`src/rtl/sram_like_arbiter.sv`:
```
// sram_like_arbiter: merges NUM_CH sram-like master ports onto one sram-like slave port.
// Accepted requests are tracked in an in-order ID FIFO, so each response is routed back
// to the channel that issued it.
//
// Optional feature macro: RR_ARB_EN
//   defined   -> round-robin arbitration starting at rr_q
//   undefined -> fixed priority, highest channel index wins
//
// Ports:
//   clk, resetn                 clock (rising edge), asynchronous active-low reset
//   m_req/m_wr/m_size/m_wstrb/m_addr/m_wdata  per-channel request, slice i = channel i
//   m_addr_ok, m_data_ok        per-channel accept / response strobes
//   m_rdata                     read data, broadcast, qualified by m_data_ok
//   s_req/s_wr/s_size/s_wstrb/s_addr/s_wdata  downstream request from the granted channel
//   s_addr_ok, s_data_ok, s_rdata             downstream accept / in-order response
//   outst_cnt                   number of accepted-but-unanswered requests
//   proto_err                   sticky: response seen while nothing was outstanding
module sram_like_arbiter #(
    parameter int unsigned NUM_CH    = 2,
    parameter int unsigned AW        = 32,
    parameter int unsigned DW        = 32,
    parameter int unsigned MAX_OUTST = 4
) (
    input  logic                            clk,
    input  logic                            resetn,
    input  logic [NUM_CH-1:0]               m_req,
    input  logic [NUM_CH-1:0]               m_wr,
    input  logic [2*NUM_CH-1:0]             m_size,
    input  logic [DW/8*NUM_CH-1:0]          m_wstrb,
    input  logic [AW*NUM_CH-1:0]            m_addr,
    input  logic [DW*NUM_CH-1:0]            m_wdata,
    output logic [NUM_CH-1:0]               m_addr_ok,
    output logic [NUM_CH-1:0]               m_data_ok,
    output logic [DW-1:0]                   m_rdata,
    output logic                            s_req,
    output logic                            s_wr,
    output logic [1:0]                      s_size,
    output logic [DW/8-1:0]                 s_wstrb,
    output logic [AW-1:0]                   s_addr,
    output logic [DW-1:0]                   s_wdata,
    input  logic                            s_addr_ok,
    input  logic                            s_data_ok,
    input  logic [DW-1:0]                   s_rdata,
    output logic [$clog2(MAX_OUTST+1)-1:0]  outst_cnt,
    output logic                            proto_err
);

    localparam int unsigned IDW = $clog2(NUM_CH);
    localparam int unsigned PW  = $clog2(MAX_OUTST);
    localparam int unsigned CW  = $clog2(MAX_OUTST + 1);
    localparam int unsigned SW  = DW / 8;

    logic [IDW-1:0] id_mem_q [MAX_OUTST];
    logic [PW-1:0]  wptr_q, rptr_q;
    logic [CW-1:0]  cnt_q, cnt_d;
    logic           lock_q, lock_d;
    logic [IDW-1:0] lock_id_q, lock_id_d;
    logic           proto_q, proto_d;

    logic [IDW-1:0] arb_win;
    logic [IDW-1:0] grant;
    logic [IDW-1:0] head;
    logic           full, empty, push, pop;

`ifdef RR_ARB_EN
    logic [IDW-1:0] rr_q, rr_d;

    // Lowest requester at or above rr_q, else lowest requester overall (wrap-around).
    always_comb begin
        logic           found_hi;
        logic [IDW-1:0] win_hi, win_lo;
        found_hi = 1'b0;
        win_hi   = '0;
        win_lo   = '0;
        for (int i = NUM_CH - 1; i >= 0; i--) begin
            if (m_req[i]) begin
                win_lo = IDW'(i);
                if (IDW'(i) >= rr_q) begin
                    win_hi   = IDW'(i);
                    found_hi = 1'b1;
                end
            end
        end
        arb_win = found_hi ? win_hi : win_lo;
    end

    always_comb begin
        rr_d = rr_q;
        if (push) begin
            rr_d = (grant == IDW'(NUM_CH - 1)) ? '0 : grant + IDW'(1);
        end
    end

    always_ff @(posedge clk or negedge resetn) begin
        if (!resetn) rr_q <= '0;
        else         rr_q <= rr_d;
    end
`else
    // Ascending scan with overwrite leaves the highest requesting index.
    always_comb begin
        arb_win = '0;
        for (int i = 0; i < NUM_CH; i++) begin
            if (m_req[i]) arb_win = IDW'(i);
        end
    end
`endif

    // A stalled request keeps its grant so the downstream request stays stable.
    assign grant = lock_q ? lock_id_q : arb_win;
    assign full  = (cnt_q == CW'(MAX_OUTST));
    assign empty = (cnt_q == '0);
    assign s_req = resetn & (|m_req) & ~full;
    assign push  = s_req & s_addr_ok;
    assign pop   = resetn & s_data_ok & ~empty;
    assign head  = id_mem_q[rptr_q];

    always_comb begin
        s_wr    = 1'b0;
        s_size  = '0;
        s_wstrb = '0;
        s_addr  = '0;
        s_wdata = '0;
        for (int i = 0; i < NUM_CH; i++) begin
            if (grant == IDW'(i)) begin
                s_wr    = m_wr[i];
                s_size  = m_size[i*2 +: 2];
                s_wstrb = m_wstrb[i*SW +: SW];
                s_addr  = m_addr[i*AW +: AW];
                s_wdata = m_wdata[i*DW +: DW];
            end
        end
    end

    always_comb begin
        m_addr_ok = '0;
        m_data_ok = '0;
        for (int i = 0; i < NUM_CH; i++) begin
            m_addr_ok[i] = push & (grant == IDW'(i));
            m_data_ok[i] = pop & (head == IDW'(i));
        end
    end

    assign m_rdata   = s_rdata;
    assign outst_cnt = cnt_q;
    assign proto_err = proto_q;

    always_comb begin
        cnt_d = cnt_q;
        if (push && !pop)      cnt_d = cnt_q + CW'(1);
        else if (pop && !push) cnt_d = cnt_q - CW'(1);
    end

    always_comb begin
        lock_d    = lock_q;
        lock_id_d = lock_id_q;
        if (push) begin
            lock_d = 1'b0;
        end else if (s_req) begin
            lock_d    = 1'b1;
            lock_id_d = grant;
        end
    end

    assign proto_d = proto_q | (s_data_ok & empty);

    always_ff @(posedge clk or negedge resetn) begin
        if (!resetn) begin
            wptr_q    <= '0;
            rptr_q    <= '0;
            cnt_q     <= '0;
            lock_q    <= 1'b0;
            lock_id_q <= '0;
            proto_q   <= 1'b0;
        end else begin
            if (push) wptr_q <= wptr_q + PW'(1);
            if (pop)  rptr_q <= rptr_q + PW'(1);
            cnt_q     <= cnt_d;
            lock_q    <= lock_d;
            lock_id_q <= lock_id_d;
            proto_q   <= proto_d;
        end
    end

    // ID storage needs no reset: entries are only read after being written.
    always_ff @(posedge clk) begin
        if (push) id_mem_q[wptr_q] <= grant;
    end

endmodule

```
`config.mk`:
```
export PLATFORM = sky130hd
export DESIGN_NAME = sram_like_arbiter
export DESIGN_NICKNAME = d
export VERILOG_FILES = /design/src/rtl/sram_like_arbiter.sv
export SDC_FILE = /design/constraint.sdc
export NUM_CORES = 1
export LEC_CHECK = 0
export CAP_MARGIN = 10
export CORE_AREA = 4 4 113 115
export DETAILED_ROUTE_END_ITERATION = 7
export DIE_AREA = 0 0 117 119
export SLEW_MARGIN = 20
export SYNTH_ARGS = -nofsm -noshare
export SYNTH_HDL_FRONTEND = slang
export SYNTH_SLANG_ARGS = --single-unit
```
`constraint.sdc`:
```
create_clock -name clk -period 2.5 [get_ports clk]
set_clock_uncertainty 0.2 [all_clocks]
set_input_delay 0.375 -clock clk [delete_from_list [all_inputs] [get_ports clk]]
set_output_delay 0.375 -clock clk [all_outputs]
set_load 0.005 [all_outputs]
```
# == Word-level counts from Yosys, hierarchy flattened ==
# Memories as Yosys holds them, arrays and structs flattened.
# Index checks and enable logic that the tools add are counted.
# op_classes
n_addsub,4
reduce_logical,9
mux,13
n_eq_ne,1
n_bitwise,16
# ops
op,n
2-to-1 mux 32 bit,2
AND 1 bit,10
2-to-1 mux 1 bit,7
2-to-1 mux 3 bit,2
NOT 1 bit,5
adder 2 x 1 -> 2 bit (second input constant),2
2-to-1 mux 4 bit,1
nonzero test 2 bit,2
adder 3 x 1 -> 3 bit (second input constant),1
== test 3 bit (second input constant),1
zero test 3 bit,1
subtractor 3 x 1 -> 3 bit (second input constant),1
logical AND 1 bit,2
zero test 1 bit,2
2-to-1 mux 2 bit,1
AND reduction 2 bit,1
OR reduction 2 bit,1
OR 1 bit,1
# totals
n_memories,1
wordCells,50
in_bits,180
regBits,10
ram_bits,4
output_inout_bits,112
# memory_table
name,depth,word_bits,rd,rd_clocked_by_memory_dff,write_ports,line_no,source
id_mem_q,4,1,1,0,1,53,logic [IDW-1:0] id_mem_q [MAX_OUTST];

# == Longest topological paths before layout ==
# depth
ltp_word,8
ltp_mapped,8
mapped_depth_nobuf,8

# == Worst setup path after synthesis ==
# Ideal clock, no wire load.
# synth_timing
kind,reg2reg
start,"reg cnt_q[2], in the netlist outst_cnt[2]"
end,"reg cnt_q[2], in the netlist outst_cnt[2]"
arrival_ps,1975
setup_ps,79
n_path_buf,0
path_slack_ps,246
required_ps,2221
synth_period_minus_slack_ps,2254
stages_incl_launch_ff,9
path_cell_list,dfrtp_1 -> nor3b_2 -> nor3b_4 -> ha_1 -> inv_1 -> fa_1 -> xor2_1 -> nor2_1 -> xor2_1
# synth_via
elab_chain_len,7
elab_cells_between_ends,16
cone_classes,add/sub (2); eq/ne (1); mux (2); bitwise (5); reduce/logical (6)
# synth_rtl
item,line_no,source
from (decl),55,"logic [CW-1:0] cnt_q, cnt_d;"
from (signal assigned),177,cnt_q <= cnt_d;
== test 3 bit (*),110,assign full = (cnt_q == CW'(MAX_OUTST));
NOT 1 bit (*),112,assign s_req = resetn & (|m_req) & ~full;
AND 1 bit (*),112,
AND 1 bit (*),113,assign push = s_req & s_addr_ok;
via push,63,"logic full, empty, push, pop;"
zero test 1 bit,150,else if (pop && !push) cnt_d = cnt_q - CW'(1);
logical AND 1 bit,150,
nonzero test 2 bit (no line),n/a,
# The timed path passes the listed nets; every way through them passes the cells marked *. The select of a mux whose other input is x is not followed.
# A chain may end at the register's enable or synchronous reset.

# == Worst setup path in the final report ==
# layout_timing
start,reg lock_q
end,out s_wdata[2]
# layout_via
elab_chain_len,2
# layout_rtl
item,line_no,source
from (decl),56,"logic lock_q, lock_d;"
from (signal assigned),178,lock_q <= lock_d;
2-to-1 mux 1 bit,109,assign grant = lock_q ? lock_id_q : arb_win;
2-to-1 mux 32 bit,124,if (grant == IDW'(i)) begin
to (decl),40,"output logic [DW-1:0] s_wdata,"
# Every way passes these cells.

==> impl_metrics.json <==
{
  "start_kind": "flop",
  "yosysSeqAreaShare": 0.200,
  "maxCapViolations": 0,
  "slowest_stage": "dfrtp_1",
  "swShare": 0.328,
  "grt_max_degree": 22,
  "drt_wl_total_um": 9040,
  "ant_nets": 0,
  "clock_latency_ns": 0.24,
  "layout-drive-gt1-share": 0.319,
  "drt_pass1_iterations": 4,
  "peakVddDrop_v": 0.000269,
  "dieArea_sq_um": 13900,
  "area_growth_pct": 135,
  "wl_per_cell_um": 17.1,
  "cp.buffers_inverters": 3,
  "grt_overflow_total": 0,
  "internal-power_mw": 2.05,
  "cp_cell_sequence": "mux2i_4, buf_6, buf_12, mux2_2, dlygate4sd2_1",
  "slew_headroom": 0.671,
  "power.share.sequential": 0.148,
  "coreArea_sq_um": 11800,
  "die_x_um": 117,
  "critPathCaptureType": "output port",
  "start_util": 0.157,
  "layout_common_cells": "clkdlybuf4s50_1 (152), mux2_2 (48), clkdlybuf4s15_1 (33)",
  "pre_cts_ws_ns": -0.296,
  "drv_slew": 0,
  "critical_path_arrival_ns": 1.90,
  "critical-path-top-delay-family": "multiplexers",
  "combinationalPowerShare": 0.753,
  "clockBufferDepth": 2,
  "dpl.cell_count": 508,
  "yosys_warnings": 0,
  "setup.worst_path.class": "flop to output port",
  "final_cell_area_sq_um": 4360,
  "finalHoldViolations": 0,
  "pwr-share-clk": 0.100,
  "setup_viol": 0,
  "syn_area_sq_um": 1850,
  "io-pin-count": 292,
  "grt_pass1_wl_um": 12500,
  "worst_hold_path_type": "flop to flop",
  "cp_max_fo": 21,
  "synth_cell_types": 23,
  "drt-met1-wl_um": 3200,
  "fin_crit_ns": 2.48,
  "path_clk_slew_ns": 0.05,
  "stdcell_count": 530,
  "fin_crit_sh": 0.991,
  "grt_setup_unrepaired": "yes",
  "setup_ws_ns": 0.0217,
  "cp.required_ns": 1.92,
  "clock_sink_count": 14,
  "drt_first_iter_violations": 63,
  "p_total_mw": 3.05,
  "grt.total_usage": 0.117,
  "synthCells": 165,
  "max_clock_freq_mhz": 404,
  "grt_antenna_before_repair": 0,
  "dp_hpwl_um": 7370,
  "rows": 40,
  "power.leakage_nw": 1.91,
  "synth-seq-cells": 14,
  "cts_tree": "done",
  "route.met2.wl_um": 5160,
  "gp_congestion": 0.740,
  "dieHeight_um": 119,
  "fin_nets": 570,
  "p_switching_mw": 1.00,
  "portBuffers": 227,
  "status": "completed",
  "first_global_vias": 2195,
  "vias": 2048,
  "worst_pin_slew_ns": 0.492,
  "final_common_cell": "clkdlybuf4s50_1",
  "hold-worst-slack_ns": 0.257,
  "htree_levels": 1,
  "diodes": 0,
  "slowest_delay_ns": 0.40,
  "avgSynthCellArea_sq_um": 11.2,
  "top_layer_used": "met4",
  "cts_buffers": 3,
  "drc": 0,
  "cts_root_buf": "clkbuf_16",
  "power.density_nw_per_um2": 700,
  "viasPerCell": 3.86,
  "placed_area_sq_um": 4080,
  "synth_nets": 351,
  "wl_met3_um": 553
}
worst register-to-register path: cells and delay by family (launching register included):
| family | cells | cell delay [ns] |
|---|---|---|
| flip-flops | 1 | 0.45 |
| XOR/XNOR | 2 | 0.31 |
| buffers and inverters | 2 | 0.21 |
| adder cells (fa/ha/maj) | 2 | 0.55 |
| AND/OR/NAND/NOR | 3 | 0.56 |
cell usage after synthesis:
| master | count | area [sq um] |
|---|---|---|
| dfrtp_1 | 10 | 250 |
| mux2_2 | 67 | 754 |
| o21ai_1 | 1 | 5.00 |
| ha_1 | 5 | 62.6 |
| edfxtp_1 | 4 | 120 |
| nor3b_4 | 1 | 18.8 |
| o311ai_2 | 1 | 16.3 |
| mux2_1 | 7 | 78.8 |
| buf_4 | 34 | 255 |
| mux4_2 | 1 | 22.5 |
| nor2_1 | 4 | 15.0 |
| buf_6 | 5 | 56.3 |
| fa_1 | 1 | 20.0 |
| inv_1 | 5 | 18.8 |
| and2_1 | 6 | 37.5 |
| a21o_1 | 1 | 7.51 |
| nor2b_1 | 1 | 6.26 |
| xnor2_1 | 3 | 26.3 |
| mux2i_4 | 1 | 22.5 |
| nor3b_2 | 1 | 12.5 |
| xor2_1 | 3 | 26.3 |
| nor3_1 | 2 | 10.0 |
| o21ba_2 | 1 | 10.0 |
state kept, by name, indices dropped and copies added (netlist names):
| register | flops |
|---|---|
| id_mem_q | 4 |
| lock_id_q | 1 |
| proto_err | 1 |
| rptr_q | 2 |
| outst_cnt | 3 |
| lock_q | 1 |
| wptr_q | 2 |
per-layer routing:
layer  vias to the layer above  global-route usage
li1                        982                   -
met1                       944               0.125
met2                       104               0.229
met3                        18              0.0279
met4                         0              0.0215
met5                         -                   0
through the flow:
step            util  TNS [ns]
2_1_floorplan      -         0
3_3_place_gp   0.346    -18.68
3_5_place_dp   0.346    -19.35
4_1_cts        0.357    -0.619
5_1_grt        0.369    -0.946
6_report       0.369         0
final timing paths:
| kind | slack [ns] | start | end | cells past startpoint |
|---|---|---|---|---|
| setup / recovery | 0.02 | lock_q | s_wdata[2] | 5 |
| setup reg to reg | 0.15 | outst_cnt[2] | outst_cnt[2] | 9 |
| hold reg to reg | 0.26 | proto_err | proto_err | 1 |
| max in group asynchronous | 1.13 | resetn | outst_cnt[0] | 3 |
| hold / removal | 0.26 | proto_err | proto_err | 1 |
| min in group asynchronous | 0.61 | resetn | rptr_q[1] | 3 |
cell families (layout without fill, tap and decap cells):
logic type,Yosys count,after routing,share of synthesized area
muxes,76,76,0.474
buffers and inverters,44,262,0.178
and+or+nand+nor,15,15,0.0540
DFF,14,14,0.200
adders and majority gates,6,6,0.0446
xor gates and xnor gates,6,6,0.0284
AOI/OAI and AO/OA,4,4,0.0209
layout make-up:
type,count,area (sq um)
Clock buffer,3,75.1
Tap cell,147,184
Timing Repair Buffer,253,2470
Sequential cell,14,372
Multi-Input combinational cell,107,1240
Clock inverter,1,3.75
Inverter,5,18.8
Fill cell,1185,7450
power groups by stage:
stage | Clock (mW) | Sequential, mW | Combinational (mW)
floorplan | 0 | 0.426 | 1.06
global placement | 0 | 0.438 | 2.14
global route | 0.325 | 0.467 | 2.46
finish | 0.304 | 0.451 | 2.30
detailed placement | 0 | 0.445 | 2.15
CTS | 0.310 | 0.451 | 2.18
what timing repair did:
item / 4_1_cts / 5_1_grt
pin swaps: 2 / 1
endpoints found under the setup margin: 76 / 68
hold buffers: 0 / 1
hold endpoints to repair: 0 / 10
cloned: 2 / 0
gates resized for setup: 91 / 88
buffers inserted: 9 / 6
Power figures use the tool's default switching activity.
